===== src/rtl/pipe_stage_skid.sv =====
// pipe_stage_skid
// ---------------------------------------------------------------------------
// Generic pipeline-stage register with a valid/ready handshake. A main entry
// register plus a one-deep skid register let the stage keep accepting while
// downstream stalls for one cycle, without any combinational path from
// out_ready back to in_ready. The stage also provides a synchronous flush
// that turns the stage into a bubble, and a saturating counter of stalled
// cycles. Control bits are masked to zero whenever the stage holds a bubble,
// so a killed instruction can never assert RegWrite/MemWrite downstream.
//
// Ports
//   clk        in   1       rising-edge clock
//   reset      in   1       asynchronous, active-high reset
//   flush      in   1       synchronous kill of all held entries
//   in_valid   in   1       upstream entry valid
//   in_ready   out  1       stage can accept (from state flops only)
//   in_data    in   DATA_W  upstream payload
//   in_ctrl    in   CTRL_W  upstream control bits
//   out_valid  out  1       head entry valid
//   out_ready  in   1       downstream accepts head entry
//   out_data   out  DATA_W  head payload
//   out_ctrl   out  CTRL_W  head control bits, zero when out_valid=0
//   stall_cnt  out  STAT_W  cycles with out_valid & !out_ready, saturating
// ---------------------------------------------------------------------------
module pipe_stage_skid #(
  parameter int DATA_W = 32,
  parameter int CTRL_W = 16,
  parameter int STAT_W = 8
) (
  input  logic              clk,
  input  logic              reset,
  input  logic              flush,
  input  logic              in_valid,
  output logic              in_ready,
  input  logic [DATA_W-1:0] in_data,
  input  logic [CTRL_W-1:0] in_ctrl,
  output logic              out_valid,
  input  logic              out_ready,
  output logic [DATA_W-1:0] out_data,
  output logic [CTRL_W-1:0] out_ctrl,
  output logic [STAT_W-1:0] stall_cnt
);

  typedef enum logic [1:0] {
    EMPTY = 2'd0,
    ONE   = 2'd1,
    TWO   = 2'd2
  } state_t;

  state_t            state_reg, state_next;
  logic [DATA_W-1:0] main_data_reg, main_data_next;
  logic [CTRL_W-1:0] main_ctrl_reg, main_ctrl_next;
  logic [DATA_W-1:0] skid_data_reg, skid_data_next;
  logic [CTRL_W-1:0] skid_ctrl_reg, skid_ctrl_next;
  logic [STAT_W-1:0] stall_cnt_reg, stall_cnt_next;

  logic acc;
  logic drn;

  // Handshake flags are decoded purely from the state register.
  assign out_valid = (state_reg != EMPTY);
  assign in_ready  = (state_reg != TWO);
  assign acc       = in_valid & in_ready;
  assign drn       = out_valid & out_ready;

  assign out_data  = main_data_reg;
  assign out_ctrl  = out_valid ? main_ctrl_reg : '0;
  assign stall_cnt = stall_cnt_reg;

  always_ff @(posedge clk or posedge reset) begin
    if (reset) begin
      state_reg     <= EMPTY;
      main_data_reg <= '0;
      main_ctrl_reg <= '0;
      skid_data_reg <= '0;
      skid_ctrl_reg <= '0;
      stall_cnt_reg <= '0;
    end else begin
      state_reg     <= state_next;
      main_data_reg <= main_data_next;
      main_ctrl_reg <= main_ctrl_next;
      skid_data_reg <= skid_data_next;
      skid_ctrl_reg <= skid_ctrl_next;
      stall_cnt_reg <= stall_cnt_next;
    end
  end

  always_comb begin
    state_next     = state_reg;
    main_data_next = main_data_reg;
    main_ctrl_next = main_ctrl_reg;
    skid_data_next = skid_data_reg;
    skid_ctrl_next = skid_ctrl_reg;

    if (flush) begin
      // Flush wins over everything: the incoming entry is dropped and the
      // payload registers keep their stale contents (masked by out_ctrl).
      state_next = EMPTY;
    end else begin
      case (state_reg)
        EMPTY: begin
          if (acc) begin
            state_next     = ONE;
            main_data_next = in_data;
            main_ctrl_next = in_ctrl;
          end
        end
        ONE: begin
          if (acc && drn) begin
            main_data_next = in_data;
            main_ctrl_next = in_ctrl;
          end else if (acc) begin
            // Downstream stalled: park the new entry behind the head.
            state_next     = TWO;
            skid_data_next = in_data;
            skid_ctrl_next = in_ctrl;
          end else if (drn) begin
            state_next = EMPTY;
          end
        end
        TWO: begin
          // in_ready is low here, so only the drain needs handling.
          if (drn) begin
            state_next     = ONE;
            main_data_next = skid_data_reg;
            main_ctrl_next = skid_ctrl_reg;
          end
        end
        default: begin
          state_next = EMPTY;
        end
      endcase
    end
  end

  // Counts stalled cycles including a flush cycle; flush never clears it.
  always_comb begin
    stall_cnt_next = stall_cnt_reg;
    if (out_valid && !out_ready && (stall_cnt_reg != '1)) begin
      stall_cnt_next = stall_cnt_reg + STAT_W'(1);
    end
  end

endmodule

===== config.mk =====
export PLATFORM = sky130hd
export DESIGN_NAME = pipe_stage_skid
export DESIGN_NICKNAME = d
export VERILOG_FILES = /design/src/rtl/pipe_stage_skid.sv
export SDC_FILE = /design/constraint.sdc
export NUM_CORES = 1
export LEC_CHECK = 0
export BUFFER_PORTS_ARGS = -buffer_cell sky130_fd_sc_hd__buf_2
export CAP_MARGIN = 20
export CORE_MARGIN = 4
export CORE_UTILIZATION = 49
export CTS_CLUSTER_SIZE = 24
export DETAILED_ROUTE_END_ITERATION = 7
export PLACE_DENSITY_LB_ADDON = 0.08
export SLEW_MARGIN = 15
export SYNTH_ARGS = -nofsm -noshare
export SYNTH_HDL_FRONTEND = slang
export SYNTH_SLANG_ARGS = --single-unit

===== constraint.sdc =====
create_clock -name clk -period 3 [get_ports clk]
set_input_delay 0.3 -clock clk [delete_from_list [all_inputs] [get_ports clk]]
set_output_delay 0.3 -clock clk [all_outputs]
set_load 0.01 [all_outputs]

==> impl_metrics.json <==
{
  "dr.pass1.iters": 4,
  "initial_core_util": 0.506,
  "dp_cells": 561,
  "synth_common_cells": "dfrtp_1, mux2_4, mux2_2",
  "syn-cell-area_mm2": 0.00525,
  "yosysUniqueCellTypes": 32,
  "tightest_slew_ps": 657,
  "critPathMaxFanout": 26,
  "worstSetupStartpointType": "flip-flop",
  "pre_cts_slack_ps": 1010,
  "gr-max-usage-layer": "met2",
  "ys_seq_area_frac": 0.506,
  "syn_nets": 379,
  "hold_buffers": 0,
  "setup_slack_ps": 899,
  "synth_ff_type": "dfrtp_1",
  "io_buffer_count": 110,
  "grt_pass1_vias": 3089,
  "setup_violations": 0,
  "slew_headroom": 0.561,
  "grt_overflow": 0,
  "ant_nets": 0,
  "grt_util_all_layers": 0.150,
  "cts_buffer_depth": 2,
  "pin_count": 111,
  "utilization": 0.581,
  "yosys_warnings": 0,
  "hpwl_mm": 6.15,
  "synth_seq_cells": 106,
  "yosys.cell_count.top_type": "dfrtp_1",
  "synth_top_area_share": 0.506,
  "required_ps": 2700,
  "finalNetCount": 490,
  "cts_buffers": 9,
  "cts_tree": "done",
  "drv_slew": 0,
  "hold_viol_final": 0,
  "fin_hold_ws_ps": 18.2,
  "period_share": 0.700,
  "drc": 0,
  "die-area_mm2": 0.0124,
  "row_count": 37,
  "power.total_mw": 3.71,
  "gp_congestion": 0.719,
  "dpl-instance-area_mm2": 0.00585,
  "fin_skew_ps": 14.1,
  "avgViaCountPerCell": 4.98,
  "grt_antenna_before_repair": 0,
  "irDropWorstVdd_mv": 0.366,
  "synth_edf_count": 0,
  "wl_per_cell_um": 15.7,
  "grt_pass1_wl_mm": 15.1,
  "min_period_ps": 2100,
  "use_met1": 0.192,
  "critPathKind": "reg -> out",
  "final_cells": 576,
  "area_growth_syn_to_layout_pct": 14.9,
  "yosys.area.top_type": "dfrtp_1",
  "synthCells": 325,
  "antennaDiodeCount": 0,
  "clock-sinks": 106,
  "vias": 2869,
  "drt_iter0_markers": 74,
  "grtUsageMet2": 0.250,
  "clkLatencyLatePin_ps": 360,
  "routed_wl_mm": 9.05,
  "synth_area_per_cell_um2": 16.1,
  "root_buffer": "clkbuf_8",
  "dieHeight_um": 111,
  "cts.repair.resized": 0,
  "p_leak_nw": 3.04,
  "power.density_mw_per_mm2": 616,
  "max_clock_freq_mhz": 476,
  "grt_start_max_net_pins": 78,
  "h-tree-depth": 3,
  "cts_setup_buffers": 0,
  "drive_gt1_frac": 0.607,
  "r2r_setup_slack_ps": 1040,
  "arrival_ps": 1800,
  "stdcell_area_mm2": 0.00602,
  "outcome": "completed",
  "maxCapViolations": 0,
  "tns_ps": 0,
  "core_area_mm2": 0.0104,
  "die_w_um": 111,
  "rsz0062_at_grt": "no",
  "end_kind": "output pin",
  "synthArstFlopShare": 1.00,
  "synth_area_leaders": "dfrtp_1, mux2_4, mux2_2",
  "hold_class": "in -> async",
  "path_clk_slew_ps": 100,
  "use_met3": 0.0353,
  "fill_cells": 889
}
report_power, final:
part / switching (mW) / internal, mW
sequential: 0.200 / 1.78
combinational: 0.352 / 0.569
clock: 0.482 / 0.327
total: 1.03 / 2.68
worst max-delay path: stages (launching register included):
cell and delay (ps):
dfrtp_1 460, nand2b_4 510, buf_12 300, buf_2 180
layer usage:
metal | up-vias | wire [um] | part of all wire
met1 | 1433 | 4090 | 0.45
met2 | 60 | 4390 | 0.49
li1 | 1368 | - | -
met3 | 8 | 460 | 0.051
met5 | - | 0 | 0
met4 | 0 | 101 | 0.011
kinds of logic after synthesis:
group | count (synthesis) | synth area share
buffers and inverters | 19 | 0.0434
and+or+nand+nor | 37 | 0.0420
adders and majority gates | 1 | 0.00239
xor gates and xnor gates | 5 | 0.00835
DFF | 106 | 0.506
muxes | 147 | 0.384
AOI/OAI and AO/OA | 10 | 0.0138
cell usage in the layout (no fill, tap or decap), types with 2 or more instances in the layout:
| master | n |
|---|---|
| nand3_1 | 3 |
| nor2_1 | 2 |
| clkbuf_8 | 10 |
| buf_4 | 5 |
| mux2_2 | 31 |
| inv_6 | 2 |
| a21oi_1 | 2 |
| nand2_1 | 7 |
| buf_2 | 110 |
| dfrtp_1 | 106 |
| mux2_1 | 20 |
| nor2b_1 | 16 |
| mux2_4 | 96 |
| buf_12 | 2 |
| and3_1 | 2 |
| clkinvlp_4 | 2 |
| o211ai_1 | 2 |
| xnor2_1 | 5 |
worst paths after layout:
kind / startpoint / to / cells after the start
hold / removal: reset / stall_cnt[5] / 2
min in group clk: out_ready / state_reg[1] / 2
setup / recovery: state_reg[0] / in_ready / 3
hold reg to reg: skid_ctrl_reg[12] / skid_ctrl_reg[12] / 1
max in group asynchronous: reset / skid_data_reg[6] / 3
setup reg to reg: state_reg[0] / out_data[13] / 4
final cells by class:
type	count	area (um^2)	area share
Tap cell	136	170	0.0282
Sequential cell	106	2650	0.440
Clock buffer	10	138	0.0228
Clock inverter	5	38.8	0.00644
Multi-Input combinational cell	200	2390	0.396
Inverter	2	11.3	0.00187
Timing Repair Buffer	117	628	0.104
Note: power is estimated with default switching activity, not from simulation.
